**config.mk**
```make
export PLATFORM = sky130hd
export DESIGN_NAME = pmp_csr_file
export DESIGN_NICKNAME = d
export VERILOG_FILES = /design/src/rtl/pmp_pkg.sv /design/src/rtl/pmp_cfg_warl.sv /design/src/rtl/pmp_csr_file.sv
export SDC_FILE = /design/constraint.sdc
export NUM_CORES = 2
export LEC_CHECK = 0
export ABC_AREA = 1
export CORE_AREA = 2 2 319 321
export DETAILED_ROUTE_END_ITERATION = 7
export DIE_AREA = 0 0 321 323
export PLACE_DENSITY = 0.59
export SYNTH_ARGS = -nofsm -noshare
export SYNTH_HDL_FRONTEND = slang
export SYNTH_SLANG_ARGS = --single-unit
```
**constraint.sdc**
```tcl
create_clock -name clk -period 32.8 [get_ports clk]
set_input_delay 8.2 -clock clk [delete_from_list [all_inputs] [get_ports clk]]
set_output_delay 8.2 -clock clk [all_outputs]
set_load 0.01 [all_outputs]
```
**src/rtl/pmp_pkg.sv**
```systemverilog
// Shared types for the PMP CSR file: cfg byte layout, CSR ops, addresses
// and the request FSM states.
package pmp_pkg;

    typedef enum logic [1:0] {
        PMP_OFF,
        PMP_TOR,
        PMP_NA4,
        PMP_NAPOT
    } pmp_mode_e;

    typedef struct packed {
        logic      l;
        logic [1:0] rsvd;
        pmp_mode_e a;
        logic      x;
        logic      w;
        logic      r;
    } pmp_cfg_t;

    typedef enum logic [1:0] {
        CSR_READ,
        CSR_WRITE,
        CSR_SET,
        CSR_CLEAR
    } csr_op_e;

    localparam logic [11:0] CSR_PMPCFG0  = 12'h3A0;
    localparam logic [11:0] CSR_PMPADDR0 = 12'h3B0;

    typedef enum logic [1:0] {
        ST_IDLE,
        ST_FETCH,
        ST_COMMIT,
        ST_RESP
    } pmp_state_e;

endpackage

```
**src/rtl/pmp_cfg_warl.sv**
```systemverilog
// Legalises one pmpcfg byte: reserved bits cleared, W without R dropped,
// and a locked byte keeps its old value.
module pmp_cfg_warl
    import pmp_pkg::*;
(
    input  logic [7:0] old_cfg,
    input  logic [7:0] new_cfg,
    output logic [7:0] legal_cfg
);

    pmp_cfg_t old_c;
    pmp_cfg_t new_c;
    pmp_cfg_t legal_c;

    always_comb begin
        old_c   = pmp_cfg_t'(old_cfg);
        new_c   = pmp_cfg_t'(new_cfg);
        legal_c = new_c;
        legal_c.rsvd = 2'b00;
        if (!new_c.r && new_c.w) begin
            legal_c.w = 1'b0;
        end
        if (old_c.l) begin
            legal_c = old_c;
        end
    end

    assign legal_cfg = legal_c;

endmodule

```
**src/rtl/pmp_csr_file.sv**
```systemverilog
// PMP CSR file: pmpcfg/pmpaddr storage behind a 4-state request FSM,
// with WARL legalisation and L / TOR lock-through protection.
module pmp_csr_file
    import pmp_pkg::*;
#(
    parameter int NUM_ENTRIES = 16,
    parameter int XLEN        = 32
) (
    input  logic                     clk,
    input  logic                     rst,
    input  logic                     req_valid,
    output logic                     req_ready,
    input  logic [11:0]              req_addr,
    input  logic [1:0]               req_op,
    input  logic [XLEN-1:0]          req_wdata,
    output logic                     resp_valid,
    output logic [XLEN-1:0]          resp_rdata,
    output logic                     resp_err,
    output logic [NUM_ENTRIES*32-1:0] pmp_addr_o,
    output logic [NUM_ENTRIES*2-1:0]  pmp_a_o,
    output logic [NUM_ENTRIES*3-1:0]  pmp_rwx_o,
    output logic [NUM_ENTRIES-1:0]    pmp_l_o
);

    pmp_state_e      state_q, state_d;
    logic [11:0]     raddr_q, raddr_d;
    csr_op_e         op_q, op_d;
    logic [XLEN-1:0] wdata_q, wdata_d;
    logic [XLEN-1:0] old_q, old_d;
    logic            err_q, err_d;
    logic            req_ready_q, req_ready_d;
    logic            resp_valid_q, resp_valid_d;
    logic            resp_err_q, resp_err_d;
    logic [XLEN-1:0] resp_rdata_q, resp_rdata_d;
    logic [7:0]      cfg_q [NUM_ENTRIES];
    logic [7:0]      cfg_d [NUM_ENTRIES];
    logic [31:0]     addr_q [NUM_ENTRIES];
    logic [31:0]     addr_d [NUM_ENTRIES];

    logic                   cfg_hit;
    logic                   addr_hit;
    logic [XLEN-1:0]        rd_word;
    logic [XLEN-1:0]        new_word;
    logic [31:0]            legal_word;
    logic [NUM_ENTRIES-1:0] lock;

    always_comb begin
        cfg_hit  = (raddr_q[11:4] == CSR_PMPCFG0[11:4])
                && ({1'b0, raddr_q[3:0]} < 5'(NUM_ENTRIES / 4));
        addr_hit = (raddr_q[11:4] == CSR_PMPADDR0[11:4])
                && ({1'b0, raddr_q[3:0]} < 5'(NUM_ENTRIES));
        rd_word  = '0;
        for (int i = 0; i < NUM_ENTRIES; i++) begin
            if (cfg_hit && raddr_q[3:0] == 4'(i / 4)) begin
                rd_word[8*(i%4) +: 8] = cfg_q[i];
            end
            if (addr_hit && raddr_q[3:0] == 4'(i)) begin
                rd_word[31:0] = addr_q[i];
            end
        end
    end

    // An address is frozen by its own L, or by a locked TOR entry above it.
    always_comb begin
        for (int i = 0; i < NUM_ENTRIES; i++) begin
            lock[i] = cfg_q[i][7];
        end
        for (int i = 0; i < NUM_ENTRIES - 1; i++) begin
            if (cfg_q[i+1][7] && cfg_q[i+1][4:3] == PMP_TOR) begin
                lock[i] = 1'b1;
            end
        end
    end

    always_comb begin
        unique case (op_q)
            CSR_WRITE: new_word = wdata_q;
            CSR_SET:   new_word = old_q | wdata_q;
            CSR_CLEAR: new_word = old_q & ~wdata_q;
            default:   new_word = old_q;
        endcase
    end

    for (genvar j = 0; j < 4; j++) begin : g_warl
        pmp_cfg_warl u_warl (
            .old_cfg   (old_q[8*j +: 8]),
            .new_cfg   (new_word[8*j +: 8]),
            .legal_cfg (legal_word[8*j +: 8])
        );
    end

    always_comb begin
        state_d      = state_q;
        raddr_d      = raddr_q;
        op_d         = op_q;
        wdata_d      = wdata_q;
        old_d        = old_q;
        err_d        = err_q;
        resp_valid_d = 1'b0;
        resp_err_d   = 1'b0;
        resp_rdata_d = '0;
        cfg_d        = cfg_q;
        addr_d       = addr_q;
        unique case (state_q)
            ST_IDLE: begin
                if (req_valid && req_ready_q) begin
                    raddr_d = req_addr;
                    op_d    = csr_op_e'(req_op);
                    wdata_d = req_wdata;
                    state_d = ST_FETCH;
                end
            end
            ST_FETCH: begin
                err_d   = !(cfg_hit || addr_hit);
                old_d   = rd_word;
                state_d = ST_COMMIT;
            end
            ST_COMMIT: begin
                if (!err_q && op_q != CSR_READ) begin
                    for (int i = 0; i < NUM_ENTRIES; i++) begin
                        if (cfg_hit && raddr_q[3:0] == 4'(i / 4)) begin
                            cfg_d[i] = legal_word[8*(i%4) +: 8];
                        end
                        if (addr_hit && raddr_q[3:0] == 4'(i) && !lock[i]) begin
                            addr_d[i] = new_word[31:0];
                        end
                    end
                end
                resp_valid_d = 1'b1;
                resp_rdata_d = old_q;
                resp_err_d   = err_q;
                state_d      = ST_RESP;
            end
            ST_RESP: begin
                state_d = ST_IDLE;
            end
            default: begin
                state_d = ST_IDLE;
            end
        endcase
        req_ready_d = (state_d == ST_IDLE);
    end

    always_ff @(posedge clk or posedge rst) begin
        if (rst) begin
            state_q      <= ST_IDLE;
            raddr_q      <= '0;
            op_q         <= CSR_READ;
            wdata_q      <= '0;
            old_q        <= '0;
            err_q        <= 1'b0;
            req_ready_q  <= 1'b1;
            resp_valid_q <= 1'b0;
            resp_err_q   <= 1'b0;
            resp_rdata_q <= '0;
            for (int i = 0; i < NUM_ENTRIES; i++) begin
                cfg_q[i]  <= '0;
                addr_q[i] <= '0;
            end
        end else begin
            state_q      <= state_d;
            raddr_q      <= raddr_d;
            op_q         <= op_d;
            wdata_q      <= wdata_d;
            old_q        <= old_d;
            err_q        <= err_d;
            req_ready_q  <= req_ready_d;
            resp_valid_q <= resp_valid_d;
            resp_err_q   <= resp_err_d;
            resp_rdata_q <= resp_rdata_d;
            cfg_q        <= cfg_d;
            addr_q       <= addr_d;
        end
    end

    assign req_ready  = req_ready_q;
    assign resp_valid = resp_valid_q;
    assign resp_rdata = resp_rdata_q;
    assign resp_err   = resp_err_q;

    always_comb begin
        for (int i = 0; i < NUM_ENTRIES; i++) begin
            pmp_addr_o[32*i +: 32] = addr_q[i];
            pmp_a_o[2*i +: 2]      = cfg_q[i][4:3];
            pmp_rwx_o[3*i +: 3]    = cfg_q[i][2:0];
            pmp_l_o[i]             = cfg_q[i][7];
        end
    end

endmodule

```
======== Word-level counts from Yosys, hierarchy flattened ========
Index checks and enable logic that the tools add are counted.
storage, ports and cells
  bits in registers ....................... 756
  bits of input ports ..................... 49
  output and inout bits ................... 643
operators by class
  $lt $le $gt $ge ......................... 1
  equal/unequal tests ..................... 38
  muxes and demuxes ....................... 61
  bitwise gates (word level) .............. 3
  reductions and logical operators ........ 106
operators by type and width
  cell                  number
  $mux W32              17
  $mux W8               20
  $pmux W32 S3          1
  $reduce_and A3 Y1     20
  $logic_and A1 B1 Y1   58
  $eq A2 B1 Y1 const B  17
  $and A32 B32 Y32      1
  $eq A4 B4 Y1 const B  8
  $not A32 Y32          1
  $or A32 B32 Y32       1
  $logic_not A1 Y1      22
  $mux W1               21
  $eq A4 B3 Y1 const B  4
  $eq A8 B6 Y1 const B  2
  $eq A2 B2 Y1 const B  4
  $eq A4 B2 Y1 const B  2
  $pmux W2 S4           1
  $eq A4 B1 Y1 const B  1
  $logic_not A2 Y1      2
  $logic_not A4 Y1      1
  $lt A4 B3 Y1 const B  1
  $mux W2               1
  $reduce_and A2 Y1     1
  $reduce_bool A2 Y1    1
  $logic_or A1 B1 Y1    1

======== Depth between registers and ports, before layout ========
  depth in word-level cells ............... 35
  depth in mapped cells ................... 21
  mapped depth without buffers ............ 20

======== Modules after synthesis ========
Synthesis repeated with hierarchy kept, for this count alone.
unflattened totals
  cells, all modules ...................... 4141
  area, all modules ....................... 33923.8 um2
modules (own cells, without submodules)
  module        instances  cells an instance  area each (um2)  seq. area each (um2)
  pmp_csr_file  1          4053               33548.4          18919.4
  pmp_cfg_warl  4          22                 93.8             0.0

======== Least setup slack after synthesis ========
OpenSTA, ideal clock, no wires.
  path type ............................... input-to-reg
  from .................................... input port req_valid
  to ...................................... register raddr_q[1]
  setup time .............................. 0.125 ns
  arrival time ............................ 9.059 ns
  required time ........................... 32.675 ns
  path slack .............................. 23.616 ns
  stages .................................. 3
  buffers on the path ..................... 1
  path through ............................ nand3_1 > clkbuf_1 > mux2_2
on the way
  word-level cells in the longest chain between the ends .. 2
ends and longest elaborated chain
  item                                line                 text
  from (decl)                         pmp_csr_file.sv:11   input logic req_valid,
  $logic_and A1 B1 Y1                 pmp_csr_file.sv:106  if (req_valid && req_ready_q) begin
  $reduce_and A2 Y1 (no source line)  -
  to (signal assigned)                pmp_csr_file.sv:162  raddr_q <= raddr_d;
  to (decl)                           pmp_csr_file.sv:26   logic [11:0] raddr_q, raddr_d;
No other way between the ends.
A chain may end at the register's enable or synchronous reset.

==> impl_metrics.toml <==
[timing]
rsz0062_at_grt = "no"
drv_slew = 0
hold_viol_final = 0
slew-limit-headroom_pct = 16.35
fin_skew_ps = 24.26
period_minus_slack_ps = 11280
fmax_ghz = 0.08866
final.period_utilization_pct = 34.39
setup_viol = 0
fin_tns_setup_ps = 0
worst_pin_slew_ps = 1245
setup_ws_ps = 21520

[route]
ant_nets = 0
drc_errors = 0
top_layer_used = "met5"
m1WireLength_um = 66580
via_count = 31330
dr_wl_met3_um = 16100
drtIter0Drc = 3573
wl_met2_um = 67470
via_per_inst = 5.238
wl_um = 155500
routedWlPerCell_um = 26.00
drtPass1Iterations = 6

[finish]
final_cell_mix = "1294 x nand2_1, 755 x dfrtp_1, 691 x clkdlybuf4s50_1, 645 x o21ai_0, 314 x nor2_1"
layout_commonest_cell = "nand2_1"
syn2layout_area_growth_pct = 31.12
fin_util_pct = 44.03
fin_nets = 4652
multiInputGateArea_sq_um = 12300
final_cell_area_sq_um = 44340
area.sequential_sq_um = 18920
layout-drive-gt1-share_pct = 6.195
fillCellCount = 10040

[worst_setup_path]
worstSetupPathType = "in -> async"
worst-path-buf-inv = 5
cp_slowest_stage_delay_ps = 910
reg2reg_to = "old_q[17]"
cpMostUsedCell = "buf_4"
cp_data_arrival_time_ps = 11970
crit_family = "buffers and inverters"
ff2ff_path_depth = 14
rrSetupSlack_ps = 28100
crit_fanout = 118
worst_path_max_delay_cell = "buf_4"
crit_chain = "clkdlybuf4s50_1 -> inv_8 -> buf_4 -> buf_4 -> buf_4"
required_ps = 33500
r2r-start = "raddr_q[6]"
end_kind = "asynchronous set/reset pin"
crit_path_start_kind = "input pin"

[power_and_ir_drop]
switching_share_pct = 35.57
p_clk_share_pct = 38.7
p_sw_mw = 0.9200
power_frac_comb_pct = 22.2
p_seq_share_pct = 39.2
cellPowerDensity_nw_per_um2 = 58.33
peakVddDrop_mv = 0.05651
intPower_mw = 1.667
report.power.total_mw = 2.587
p_leak_nw = 19.05

[synthesis]
synth_cells = 4095
ys_warn_count = 0
avgSynthCellArea_sq_um = 8.258
synth.distinct_cells = 38
ys_ff_latch = 756
synth_area_sq_um = 33820
seq_area_frac_synth_pct = 55.95
synth_nets = 4147

[floorplanning]
start_util_pct = 33.58
chipWidth_um = 321
io_pins = 692
fp-row-count = 117
fp.coreArea_sq_um = 100700
dieArea_sq_um = 103700
die_h_um = 323

[clocking]
postCtsSetupRepairBufs = 0
cts_resized = 0
ctsHtreeMaxLevel = 3
clk_latency_ps = 670
cts_made_buffers = 86
clock-root-buffer = "clkbuf_16"
postCtsHoldBufs = 0
clock_path_buffers = 3
cts_tree = "yes"
cts.sinks = 756
clk_pin_slew_ps = 60

[placement]
place_area_sq_um = 41420
place_congestion = 0.9549
hpwl_um = 113900
post-place-ws_ps = 20720
io_buffers = 691

[status]
status = "complete, no violations"

[global_route]
track_usage_pct = 29.33
grt_pass1_vias = 28810
grt_pass1_wl_um = 218000
grt_max_degree = 165
overflow = 0
antenna_found_initial = 14

[min_path]
hold_class = "reg -> reg"
min_from = "old_q[2]"
hold_depth = 2
worstHoldEndpoint = "resp_rdata[2]"

[job]
cap_viol_max_count = 0
-- synthesized netlist by cell type, drive strengths merged --
cell        n  area (sq um)
a21o        1         7.510
a21oi      44         220.2
a22o        3         26.28
a31oi       7         43.79
and2        3         18.77
buf       130         898.4
clkbuf    207         777.0
clkinv      1         3.750
dfrtp     755         18890
dfstp       1         26.28
ha          3         37.54
inv       308          1156
mux2       24         270.3
nand2    1301          4888
nand3      90         450.4
nand3b      1         7.510
nand4     154         963.4
nor2      326          1269
nor3       25         200.2
o2111ai     3         32.53
o211ai      3         22.52
o21ai     677          3388
o22ai       3         18.77
o311ai      3         26.28
o31ai       1         7.510
o32ai      13         113.9
or2         8         50.05
-- registers in the layout, summed over array words and instances (netlist names) --
name	count
wdata_q	32
resp_rdata	32
op_q	2
pmp_a_o	32
raddr_q	12
old_q	32
req_ready	1
cfg_q	32
pmp_rwx_o	48
pmp_addr_o	512
resp_err	1
state_q	2
err_q	1
resp_valid	1
pmp_l_o	16
-- per-layer routing --
| layer | global-route usage [%] | up-vias |
|---|---|---|
| li1 | - | 14140 |
| met1 | 41.12 | 15370 |
| met2 | 43.71 | 1573 |
| met3 | 8.039 | 239 |
| met4 | 9.740 | 8 |
| met5 | 0 | - |
-- kinds of logic after synthesis --
kind of cell | after synthesis | share of synthesized area [%]
AOI/OAI and AO/OA | 758 | 11.55
adders and majority gates | 3 | 0.1110
buffers and inverters | 646 | 8.384
muxes | 24 | 0.7992
and+or+nand+nor | 1908 | 23.21
DFF | 756 | 55.95
-- cell type report --
type                            count  share of cell area (%)
Antenna cell                        8                 0.04515
Clock buffer                      126                   5.666
Clock inverter                     27                  0.8719
Inverter                          309                   2.633
Multi-Input combinational cell   2693                   27.73
Sequential cell                   756                   42.67
Tap cell                         1309                   3.694
Timing Repair Buffer              754                   16.69
-- worst max path at each step --
stage	slack (ps)	endpoint	cells after the start	startpoint
finish	21520	pmp_addr_o[9]	5	rst
global route	21010	pmp_addr_o[9]	5	rst
CTS	21430	pmp_addr_o[326]	5	rst
detailed placement	20720	pmp_rwx_o[2]	5	rst
global placement	20780	pmp_a_o[0]	5	rst
floorplan	3380	cfg_q[101]	1	rst
-- metrics by stage --
step	hold slack (ps)	cells
2_1_floorplan	433.0	4095
3_3_place_gp	453.5	5821
3_5_place_dp	460.3	5821
4_1_cts	475.5	5974
5_1_grt	499.5	5974
6_report	468.3	5982
-- tightest hold or removal path: cells and delay by family (launching register included) --
kind | cells | cell delay [ps]
buffers and inverters | 1 | 50
DFF | 1 | 340
and+or+nand+nor | 1 | 50
-- power by group through the flow --
stage               Combinational (mW)  Sequential, mW  Clock, mW
finish                           0.573            1.01       1.00
CTS                              0.562            1.01       1.02
floorplan                        0.273            1.02          0
global route                     0.608            1.02       1.06
global placement                 0.556            1.03          0
detailed placement               0.561            1.03          0
No activity file was read; power rests on OpenSTA's default activity.
